$ cat config.mk
export PLATFORM = sky130hd
export DESIGN_NAME = mt_sync_sender_flat
export DESIGN_NICKNAME = d
export VERILOG_FILES = /design/src/rtl/mt_sync_sender_pkg.sv /design/src/rtl/mt_sync_sender_if.sv /design/src/rtl/mt_sync_sender_fifo.sv /design/src/rtl/mt_sync_sender.sv /design/src/flat_wrapper.sv
export SDC_FILE = /design/constraint.sdc
export NUM_CORES = 1
export LEC_CHECK = 0
export ABC_AREA = 1
export CAP_MARGIN = 20
export CORE_MARGIN = 2
export CORE_UTILIZATION = 49
export CTS_CLUSTER_DIAMETER = 40
export CTS_CLUSTER_SIZE = 30
export DETAILED_ROUTE_END_ITERATION = 7
export GPL_ROUTABILITY_DRIVEN = 1
export PLACE_DENSITY = 0.75
export SETUP_SLACK_MARGIN = 0.4
export SLEW_MARGIN = 20
export SYNTH_ARGS = -nofsm -noshare
export SYNTH_HDL_FRONTEND = slang
export SYNTH_HIERARCHICAL = 1
export SYNTH_SLANG_ARGS = --single-unit
$ cat constraint.sdc
create_clock -name clk -period 2.17 [get_ports clk]
set_clock_uncertainty 0.15 [all_clocks]
set_input_delay 0.217 -clock clk [delete_from_list [all_inputs] [get_ports clk]]
set_output_delay 0.217 -clock clk [all_outputs]
set_load 0.05 [all_outputs]
$ cat src/rtl/mt_sync_sender_pkg.sv
// Shared types for the clocked MOUSETRAP input-stage sender: FSM state encoding,
// default data width and a small width helper.
package mt_sync_sender_pkg;

   localparam int DEF_DATA_W = 4;

   typedef enum logic [1:0] {
      ST_IDLE     = 2'd0,
      ST_SETUP    = 2'd1,
      ST_WAIT_ACK = 2'd2
   } state_e;

   // Counter width able to hold n-1, never narrower than one bit.
   function automatic int cnt_width(input int n);
      return (n > 1) ? $clog2(n) : 1;
   endfunction

endpackage

$ cat src/rtl/mt_sync_sender_if.sv
// Upstream valid/ready stream plus the 2-phase bundled-data link to the pipeline.
// master = sender side, slave = environment (upstream producer and pipeline stage).
interface mt_sync_sender_if #(
   parameter int DATA_W = mt_sync_sender_pkg::DEF_DATA_W
);
   logic              s_valid;
   logic              s_ready;
   logic [DATA_W-1:0] s_data;
   logic [DATA_W-1:0] mt_data;
   logic              mt_req;
   logic              mt_ack;

   modport master (
      input  s_valid, s_data, mt_ack,
      output s_ready, mt_data, mt_req
   );

   modport slave (
      output s_valid, s_data, mt_ack,
      input  s_ready, mt_data, mt_req
   );
endinterface

$ cat src/rtl/mt_sync_sender_fifo.sv
// Small first-word-fall-through FIFO: the head word is readable as soon as it is written,
// so the sender can load it on the very next edge.
module mt_sync_sender_fifo #(
   parameter  int DATA_W = 4,
   parameter  int DEPTH  = 4,
   localparam int AW     = $clog2(DEPTH),
   localparam int CW     = AW + 1
) (
   input  logic              clk,
   input  logic              reset_n,
   input  logic              push_i,
   input  logic              pop_i,
   input  logic [DATA_W-1:0] wdata_i,
   output logic [DATA_W-1:0] head_o,
   output logic [CW-1:0]     count_o,
   output logic              full_o,
   output logic              empty_o
);
   logic [DATA_W-1:0] mem_q [DEPTH];
   logic [AW-1:0]     wr_ptr_q;
   logic [AW-1:0]     rd_ptr_q;
   logic [CW-1:0]     count_q;
   logic [CW-1:0]     count_d;
   logic              do_push;
   logic              do_pop;

   assign full_o  = (count_q == CW'(DEPTH));
   assign empty_o = (count_q == '0);
   assign do_push = push_i & ~full_o;
   assign do_pop  = pop_i & ~empty_o;
   assign head_o  = mem_q[rd_ptr_q];
   assign count_o = count_q;

   always_comb begin
      count_d = count_q;
      case ({do_push, do_pop})
         2'b10:   count_d = count_q + 1'b1;
         2'b01:   count_d = count_q - 1'b1;
         default: count_d = count_q;
      endcase
   end

   always_ff @(posedge clk) begin
      if (do_push) mem_q[wr_ptr_q] <= wdata_i;
   end

   // Pointers wrap naturally because DEPTH is a power of two.
   always_ff @(posedge clk or negedge reset_n) begin
      if (!reset_n) begin
         wr_ptr_q <= '0;
         rd_ptr_q <= '0;
         count_q  <= '0;
      end else begin
         if (do_push) wr_ptr_q <= wr_ptr_q + 1'b1;
         if (do_pop)  rd_ptr_q <= rd_ptr_q + 1'b1;
         count_q <= count_d;
      end
   end
endmodule

$ cat src/rtl/mt_sync_sender.sv
// Clocked front end for the MOUSETRAP input stage: buffers stream words, presents each
// on mt_data, waits a setup margin, toggles mt_req, then waits for the matching ack toggle.
module mt_sync_sender
   import mt_sync_sender_pkg::*;
#(
   parameter  int DATA_W      = DEF_DATA_W,
   parameter  int FIFO_DEPTH  = 4,
   parameter  int SETUP_CYC   = 2,
   parameter  int SYNC_STAGES = 2,
   localparam int CNT_W       = $clog2(FIFO_DEPTH) + 1
) (
   input  logic             clk,
   input  logic             reset_n,
   mt_sync_sender_if.master bus,
   output logic [CNT_W-1:0] fifo_count,
   output logic             busy,
   output logic             proto_err
);
   localparam int SC_W = cnt_width(SETUP_CYC);

   state_e                 state_q;
   logic [SC_W-1:0]        setup_cnt_q;
   logic [DATA_W-1:0]      mt_data_q;
   logic                   mt_req_q;
   logic                   proto_err_q;
   logic [SYNC_STAGES-1:0] ack_sync_q;
   logic                   ack_prev_q;
   logic                   ack_s;
   logic                   pop;
   logic                   fifo_full;
   logic                   fifo_empty;
   logic [DATA_W-1:0]      fifo_head;

   mt_sync_sender_fifo #(
      .DATA_W (DATA_W),
      .DEPTH  (FIFO_DEPTH)
   ) u_fifo (
      .clk     (clk),
      .reset_n (reset_n),
      .push_i  (bus.s_valid & bus.s_ready),
      .pop_i   (pop),
      .wdata_i (bus.s_data),
      .head_o  (fifo_head),
      .count_o (fifo_count),
      .full_o  (fifo_full),
      .empty_o (fifo_empty)
   );

   assign ack_s       = ack_sync_q[SYNC_STAGES-1];
   assign pop         = (state_q == ST_IDLE) && !fifo_empty;
   assign bus.s_ready = ~fifo_full;
   assign bus.mt_data = mt_data_q;
   assign bus.mt_req  = mt_req_q;
   assign busy        = (state_q != ST_IDLE) || (fifo_count != '0);
   assign proto_err   = proto_err_q;

   // ack_prev_q remembers the previous synchronised ack so a change can be spotted.
   always_ff @(posedge clk or negedge reset_n) begin
      if (!reset_n) begin
         ack_sync_q <= '0;
         ack_prev_q <= 1'b0;
      end else begin
         ack_sync_q <= {ack_sync_q[SYNC_STAGES-2:0], bus.mt_ack};
         ack_prev_q <= ack_s;
      end
   end

   always_ff @(posedge clk or negedge reset_n) begin
      if (!reset_n) begin
         state_q     <= ST_IDLE;
         setup_cnt_q <= '0;
         mt_data_q   <= '0;
         mt_req_q    <= 1'b0;
         proto_err_q <= 1'b0;
      end else begin
         // An ack edge is only legitimate while a request is outstanding.
         if ((ack_s != ack_prev_q) && (state_q inside {ST_IDLE, ST_SETUP}))
            proto_err_q <= 1'b1;
         case (state_q)
            ST_IDLE: begin
               if (!fifo_empty) begin
                  mt_data_q   <= fifo_head;
                  setup_cnt_q <= SC_W'(SETUP_CYC - 1);
                  state_q     <= ST_SETUP;
               end
            end
            ST_SETUP: begin
               if (setup_cnt_q == '0) begin
                  mt_req_q <= ~mt_req_q;
                  state_q  <= ST_WAIT_ACK;
               end else begin
                  setup_cnt_q <= setup_cnt_q - 1'b1;
               end
            end
            ST_WAIT_ACK: begin
               if (ack_s == mt_req_q) state_q <= ST_IDLE;
            end
            default: state_q <= ST_IDLE;
         endcase
      end
   end
endmodule

$ cat src/flat_wrapper.sv
// flat-port wrapper written by rule: the top's interface ports become plain ports
module mt_sync_sender_flat import mt_sync_sender_pkg::*;
#(
   parameter  int DATA_W      = DEF_DATA_W,
   parameter  int FIFO_DEPTH  = 4,
   parameter  int SETUP_CYC   = 2,
   parameter  int SYNC_STAGES = 2,
   localparam int CNT_W       = $clog2(FIFO_DEPTH) + 1
)
  (clk, reset_n, fifo_count, busy, proto_err, bus_s_valid, bus_s_data, bus_mt_ack, bus_s_ready, bus_mt_data, bus_mt_req);
  mt_sync_sender_if #(.DATA_W(DATA_W)) bus_i ();
  input  logic clk;
  input  logic reset_n;
  output logic [CNT_W-1:0] fifo_count;
  output logic busy;
  output logic proto_err;
  input wire logic [$bits(bus_i.s_valid)-1:0] bus_s_valid;
  input wire logic [$bits(bus_i.s_data)-1:0] bus_s_data;
  input wire logic [$bits(bus_i.mt_ack)-1:0] bus_mt_ack;
  output wire logic [$bits(bus_i.s_ready)-1:0] bus_s_ready;
  output wire logic [$bits(bus_i.mt_data)-1:0] bus_mt_data;
  output wire logic [$bits(bus_i.mt_req)-1:0] bus_mt_req;
  assign bus_i.s_valid = bus_s_valid;
  assign bus_i.s_data = bus_s_data;
  assign bus_i.mt_ack = bus_mt_ack;
  assign bus_s_ready = bus_i.s_ready;
  assign bus_mt_data = bus_i.mt_data;
  assign bus_mt_req = bus_i.mt_req;
  mt_sync_sender #(.DATA_W(DATA_W), .FIFO_DEPTH(FIFO_DEPTH), .SETUP_CYC(SETUP_CYC), .SYNC_STAGES(SYNC_STAGES)) u_core (.clk(clk), .reset_n(reset_n), .bus(bus_i), .fifo_count(fifo_count), .busy(busy), .proto_err(proto_err));
endmodule
==> qor.txt, run 1 <==
Worst-path clk slew -> 0.10 ns
register bit total from synthesis -> 35
Fmax -> 518 MHz
post-synth top area share -> 30.0%
clock tree from TritonCTS -> built
layout cells sized above 1 -> 31.2%
CTS hold repair buffers -> 0
Final Setup Violations -> 0
wire per inst -> 11.9 µm
Worst Tran Pin Value -> 0.496 ns
num rows -> 20
First DRT Iteration DRCs -> 50
CP Data Arrival Time -> 2.01 ns
DR vias/cell -> 4.73
leak pwr -> 1.05 nW
Residual DRC -> 0
mapped cell area -> 1600 µm²
cell mode on critical path -> inv_4
worst path required time -> 2.25 ns
Period minus WS final -> 1.93 ns
CP peak stage delay -> 0.41 ns
final layout net count -> 228
CP Max Fanout -> 3
post-route clock period utilization -> 89.0%
Hold Violations, Final -> 0
top post-synthesis cells by area -> edfxtp_1 30%, dfrtp_1 30%, nand2_1 11%, inv_1 8.2%, nand3_1 4.1%
worst hold slack -> 0.0526 ns
slew margin rel. -> 67.1%
overall die area -> 3740 µm²
Pwr Density -> 1610 nW/µm²
global-route wire length before repair -> 4890 µm
Netlist cell types -> 19
Placed Cells -> 227
power consumption -> 0.00351 W
synthesized instance count -> 164
part of the Yosys area used for sequential elements -> 59.6%
TNS Setup -> 0 ns
crit path kind -> reg -> reg
DR vias -> 1225
largest net degree at the start of global routing -> 20
DR pass1 iterations -> 4
total grt overflow -> 0
startpoint type of the worst setup path -> register
Port Buffer Count -> 18
initial antenna violation count -> 0
delay-heaviest family, CP -> adder cells
Synth top cells by count -> 48 x nand2_1, 35 x inv_1, 19 x dfrtp_1
Buf+Inv Stages, Crit Path -> 6
CTS Buf Count -> 5
mean post-synth cell area -> 9.77 µm²
Sequential Area -> 960 µm²
clock latency on the worst-skew pair -> 0.34 ns
Post-DRT Antenna Nets -> 0
Post-synth EDFFs -> 16
Multi-input gate area -> 568 µm²
worst vdd ir -> 0.000910 V
H-tree depth reported by CTS -> 2
area delta synth->final -> 35.6%
top_reg_cell synth -> dfrtp_1
CP max stage cell -> dfrtp_2
CTS Buffer Depth -> 2
R2R depth -> 15
Core Region -> 3080 µm²
status -> complete, no violations
critical-path cell list -> inv_4 -> nand3_4 -> inv_2 -> inv_4 -> nand2_4 -> inv_4 -> nand2_4 -> inv_4 -> ha_4 -> inv_2 -> fa_2 -> nand2_2 -> nand3_2 -> nand2_1 -> nand2_1
gpl congestion -> 0.751
I/O Pins -> 19
# fillers -> 218
DP Wirelength -> 2060 µm
cell with the most instances after synthesis -> nand2_1
Synth area leader -> edfxtp_1
Hold Crit Class -> in -> async
stages on the worst setup path -> 15
Starting Density -> 52.1%
vias in the first global route -> 1169
Layout Cells excl Fill -> 259
max-slew violation count -> 0
Syn. warnings -> 6
CP endpoint kind -> register
RSZ-0062 raised after global routing -> yes
die width -> 61.2 µm
syn_nets -> 178
CTS sink cnt -> 35
total wire length -> 3070 µm
Post-synth ARST share -> 54.3%
diodes inserted -> 0
Max-Cap Viols -> 0
Die Y -> 61.2 µm
Total GRT Usage -> 18.5%
clock root buffer -> clkbuf_4
worst reg2reg max path: cells and delay by family, from the launching register on:
kind,cells,cell delay (ns)
AND/OR/NAND/NOR,7,0.48
flip-flops,1,0.41
adder cells (fa/ha/maj),2,0.48
buffers and inverters,6,0.33
sequential cells by signal, summed over array words and instances, names as in the netlist:
name and count:
u_core/state_q 2, u_core/ack_prev_q 1, u_core/bus.mt_data 4, u_core/bus.mt_req 1
u_core/proto_err 1, u_core/u_fifo/rd_ptr_q 2, u_core/u_fifo/wr_ptr_q 2, u_core/u_fifo/count_o 3
u_core/setup_cnt_q 1, u_core/u_fifo/mem_q 16, u_core/ack_sync_q 2
repair_timing:
action | CTS | global route
resized for setup | 26 | 16
pin swaps | 8 | 7
setup buffers | 19 | 5
endpoints found under the setup margin | 28 | 12
cells by family after synthesis:
group | Yosys count | share of synthesized area (%)
AND/OR/NAND/NOR | 75 | 21.2
buffers and inverters | 37 | 9.13
flip-flops | 35 | 59.6
AO/OA/AOI/OAI | 10 | 4.37
adder cells (fa/ha/maj) | 6 | 5.15
XOR/XNOR | 1 | 0.547
routing by layer:
metal	vias to the layer above	global-route usage (%)	routed length, µm
met3	13	7.14	149
met2	26	32.2	1560
li1	611	-	-
met4	0	7.76	104
met1	575	20.1	1270
met5	-	0	0
layout by cell type, fill, tap and decap left out, drive strengths merged:
| cell type | Yosys | layout |
|---|---|---|
| clkbuf | 0 | 7 |
| o21ai | 2 | 2 |
| buf | 1 | 29 |
| dfrtp | 19 | 19 |
| nand3 | 15 | 15 |
| clkinv | 0 | 1 |
| clkdlybuf4s50 | 0 | 7 |
| nand2 | 50 | 50 |
| inv | 36 | 36 |
| ha | 5 | 5 |
| edfxtp | 16 | 16 |
| nand4 | 1 | 1 |
| dlygate4sd2 | 0 | 8 |
| nor2 | 8 | 8 |
| fa | 1 | 1 |
| nor3 | 1 | 1 |
| o211ai | 8 | 8 |
| xnor2 | 1 | 1 |
worst paths after layout:
kind,slack (ns),end,start
worst max-delay path,0.24,u_core/u_fifo/count_o[2]$_DFFE_PN0P_,u_core/u_fifo/count_o[1]$_DFFE_PN0P_
worst min-delay path,0.05,u_core/setup_cnt_q$_DFFE_PN0P_,reset_n
worst max register to register,0.24,u_core/u_fifo/count_o[2]$_DFFE_PN0P_,u_core/u_fifo/count_o[1]$_DFFE_PN0P_
worst min register to register,0.21,u_core/ack_sync_q[1]$_DFF_PN0_,u_core/ack_sync_q[0]$_DFF_PN0_
max in group asynchronous,1.60,u_core/u_fifo/count_o[0]$_DFFE_PN0P_,reset_n
min in group clk,0.17,u_core/ack_sync_q[0]$_DFF_PN0_,bus_mt_ack
stage by stage:
step           worst slack, ns  util (%)  instance area (µm²)
5_1_grt                  0.145      70.6                 2170
6_report                 0.239      70.6                 2170
4_1_cts                  0.204      68.1                 2100
3_5_place_dp             0.143      61.0                 1880
2_1_floorplan           0.0917         -                 1640
3_3_place_gp             0.181      61.0                 1880
power breakdown:
| part | switching (W) | internal [W] | leakage, nW | total [W] |
|---|---|---|---|---|
| clock | 0.000198 | 0.000155 | 0.0329 | 0.000353 |
| combinational | 0.00119 | 0.000877 | 0.648 | 0.00207 |
| sequential | 0.000169 | 0.000916 | 0.369 | 0.00108 |
final cells by class:
class / instances / area share [%]
clock buffers: 7 / 2.53
inverters: 36 / 6.91
flip-flops and latches: 35 / 44.2
clock inverters: 1 / 0.173
repair buffers: 44 / 17.6
multi-input cells: 92 / 26.1
well taps: 44 / 2.53
(Power assumes the default switching activity.)
==> inputs of run 2 (changes only) <==
--- a/config.mk
+++ b/config.mk
@@ -14,6 +14,7 @@
 export DETAILED_ROUTE_END_ITERATION = 7
 export GPL_ROUTABILITY_DRIVEN = 1
 export PLACE_DENSITY = 0.75
+export RECOVER_POWER = 50
 export SETUP_SLACK_MARGIN = 0.4
 export SLEW_MARGIN = 20
 export SYNTH_ARGS = -nofsm -noshare
==> qor.txt, run 2 (synthesis results as in run 1) <==
Residual DRC -> 0
Final Setup Violations -> 0
Sequential Area -> 960 µm²
Starting Density -> 52.1%
most frequent cells in the layout -> 44 x nand2_1, 25 x inv_1, 20 x buf_4
Total GRT Usage -> 18.5%
CTS Buffer Depth -> 2
post-place setup slack -> 0.143 ns
Period minus WS final -> 1.93 ns
Worst Tran Pin Value -> 0.990 ns
CP endpoint kind -> register
clock root buffer -> clkbuf_4
cell mode on critical path -> inv_4
Core Region -> 3080 µm²
initial antenna violation count -> 0
Post-DRT Antenna Nets -> 0
H-tree depth reported by CTS -> 2
global-route wire length before repair -> 4890 µm
RSZ-0062 raised after global routing -> yes
Port Buffer Count -> 18
die width -> 61.2 µm
final layout net count -> 228
post-route clock period utilization -> 89.0%
clock latency on the worst-skew pair -> 0.34 ns
wire per inst -> 11.9 µm
First DRT Iteration DRCs -> 52
CP Max Fanout -> 3
combinational group share of total power -> 59.0%
top layer reached by signal wires -> met4
largest net degree at the start of global routing -> 20
Hold Crit Class -> reg -> reg
CP max stage cell -> dfrtp_2
num rows -> 20
WL met3 -> 141 µm
overall die area -> 3740 µm²
# fillers -> 218
slew margin rel. -> 34.0%
DR vias -> 1225
Worst-path clk slew -> 0.09 ns
DR vias/cell -> 4.73
CTS Buf Count -> 5
startpoint type of the worst setup path -> register
I/O Pins -> 19
worst path required time -> 2.25 ns
Biggest register -> u_core/u_fifo/mem_q
crit path kind -> reg -> reg
met1 WL -> 1270 µm
gpl congestion -> 0.751
leak pwr -> 1.05 nW
diodes inserted -> 0
total grt overflow -> 0
switching share of power -> 44.5%
commonest non-fill, non-tap cell in the layout -> nand2_1
TNS Setup -> 0 ns
area delta synth->final -> 35.4%
status -> complete, no violations
layout cells sized above 1 -> 30.7%
Met2 Routed Length -> 1560 µm
CTS sink cnt -> 35
Net Switching -> 0.00156 W
Clock Power Share -> 10.1%
DP Wirelength -> 2060 µm
DR pass1 iterations -> 4
worst vdd ir -> 0.000909 V
critical-path cell list -> inv_4 -> nand3_4 -> inv_2 -> inv_4 -> nand2_4 -> inv_4 -> nand2_4 -> inv_4 -> ha_4 -> inv_2 -> fa_2 -> nand2_2 -> nand3_2 -> nand2_1 -> nand2_1
sequential share of power -> 31.0%
CP peak stage delay -> 0.41 ns
max-slew violation count -> 0
CP Data Arrival Time -> 2.01 ns
final worst slack -> 0.239 ns
Pwr Density -> 1610 nW/µm²
Fmax -> 518 MHz
total wire length -> 3070 µm
Internal Power -> 0.00194 W
Die Y -> 61.2 µm
Max-Cap Viols -> 0
Multi-input gate area -> 568 µm²
clock tree from TritonCTS -> built
vias in the first global route -> 1169
max FFs per register -> 16
Hold Violations, Final -> 0
[run 2: final timing paths]
kind,start,depth (start not counted),endpoint,slack (ns)
worst max-delay path,u_core/u_fifo/count_o[1]$_DFFE_PN0P_,15,u_core/u_fifo/count_o[2]$_DFFE_PN0P_,0.24
worst min-delay path,u_core/ack_sync_q[0]$_DFF_PN0_,0,u_core/ack_sync_q[1]$_DFF_PN0_,0.21
worst max register to register,u_core/u_fifo/count_o[1]$_DFFE_PN0P_,15,u_core/u_fifo/count_o[2]$_DFFE_PN0P_,0.24
worst min register to register,u_core/ack_sync_q[0]$_DFF_PN0_,0,u_core/ack_sync_q[1]$_DFF_PN0_,0.21
max in group asynchronous,reset_n,2,u_core/u_fifo/count_o[0]$_DFFE_PN0P_,0.81
min in group asynchronous,reset_n,2,u_core/setup_cnt_q$_DFFE_PN0P_,0.40
[run 2: area by class of cell]
cell class,instances,share of cell area [%]
Sequential cell,35,44.2
Multi-Input combinational cell,92,26.2
Timing Repair Buffer,44,17.4
Inverter,36,6.92
Clock buffer,7,2.54
Tap cell,44,2.54
Clock inverter,1,0.173
[run 2: critical path, delay by kind of cell, from the launching register on]
family / cells / cell delay, ns
adder cells (fa/ha/maj): 2 / 0.48
flip-flops: 1 / 0.41
buffers and inverters: 6 / 0.33
AND/OR/NAND/NOR: 7 / 0.47
[run 2: metal layers]
metal,vias up,track usage (%)
met1,575,20.1
met3,13,7.14
met2,26,32.2
met5,-,0
met4,0,7.76
li1,611,-
[run 2: power by group through the flow]
stage          sequential, W  combinational [W]  clock (W)
2_1_floorplan        0.00132           0.000906          0
3_3_place_gp         0.00109            0.00149          0
3_5_place_dp         0.00110            0.00154          0
4_1_cts              0.00108            0.00184   0.000365
5_1_grt              0.00111            0.00225   0.000392
6_report             0.00108            0.00207   0.000353
[run 2: what timing repair did]
action,in CTS,in global routing
hold buffers,0,0
pin swaps,8,7
gates cloned,0,0
gates resized for setup,26,16
buffers inserted,19,5
endpoints found under the setup margin,28,12
[run 2: stage by stage]
| stage | hold slack [ns] | util (%) | instance area (µm²) | cells | power, W |
|---|---|---|---|---|---|
| after floorplan | -0.229 | - | 1640 | 164 | 0.00223 |
| after global placement | 0.190 | 61.0 | 1880 | 227 | 0.00258 |
| after detailed placement | 0.191 | 61.0 | 1880 | 227 | 0.00264 |
| after CTS | 0.0443 | 68.1 | 2100 | 254 | 0.00329 |
| after global routing | 0.226 | 70.5 | 2170 | 259 | 0.00375 |
| final | 0.208 | 70.5 | 2170 | 259 | 0.00350 |
==> inputs of run 3 (changes only) <==
--- a/config.mk
+++ b/config.mk
@@ -6,11 +6,12 @@
 export NUM_CORES = 1
 export LEC_CHECK = 0
 export ABC_AREA = 1
+export ABC_CLOCK_PERIOD_IN_PS = 2170
 export CAP_MARGIN = 20
 export CORE_MARGIN = 2
 export CORE_UTILIZATION = 49
 export CTS_CLUSTER_DIAMETER = 40
-export CTS_CLUSTER_SIZE = 30
+export CTS_CLUSTER_SIZE = 40
 export DETAILED_ROUTE_END_ITERATION = 7
 export GPL_ROUTABILITY_DRIVEN = 1
 export PLACE_DENSITY = 0.75
==> results of run 3 <==
Final layout, timing and power as in run 2 (identical DEF).
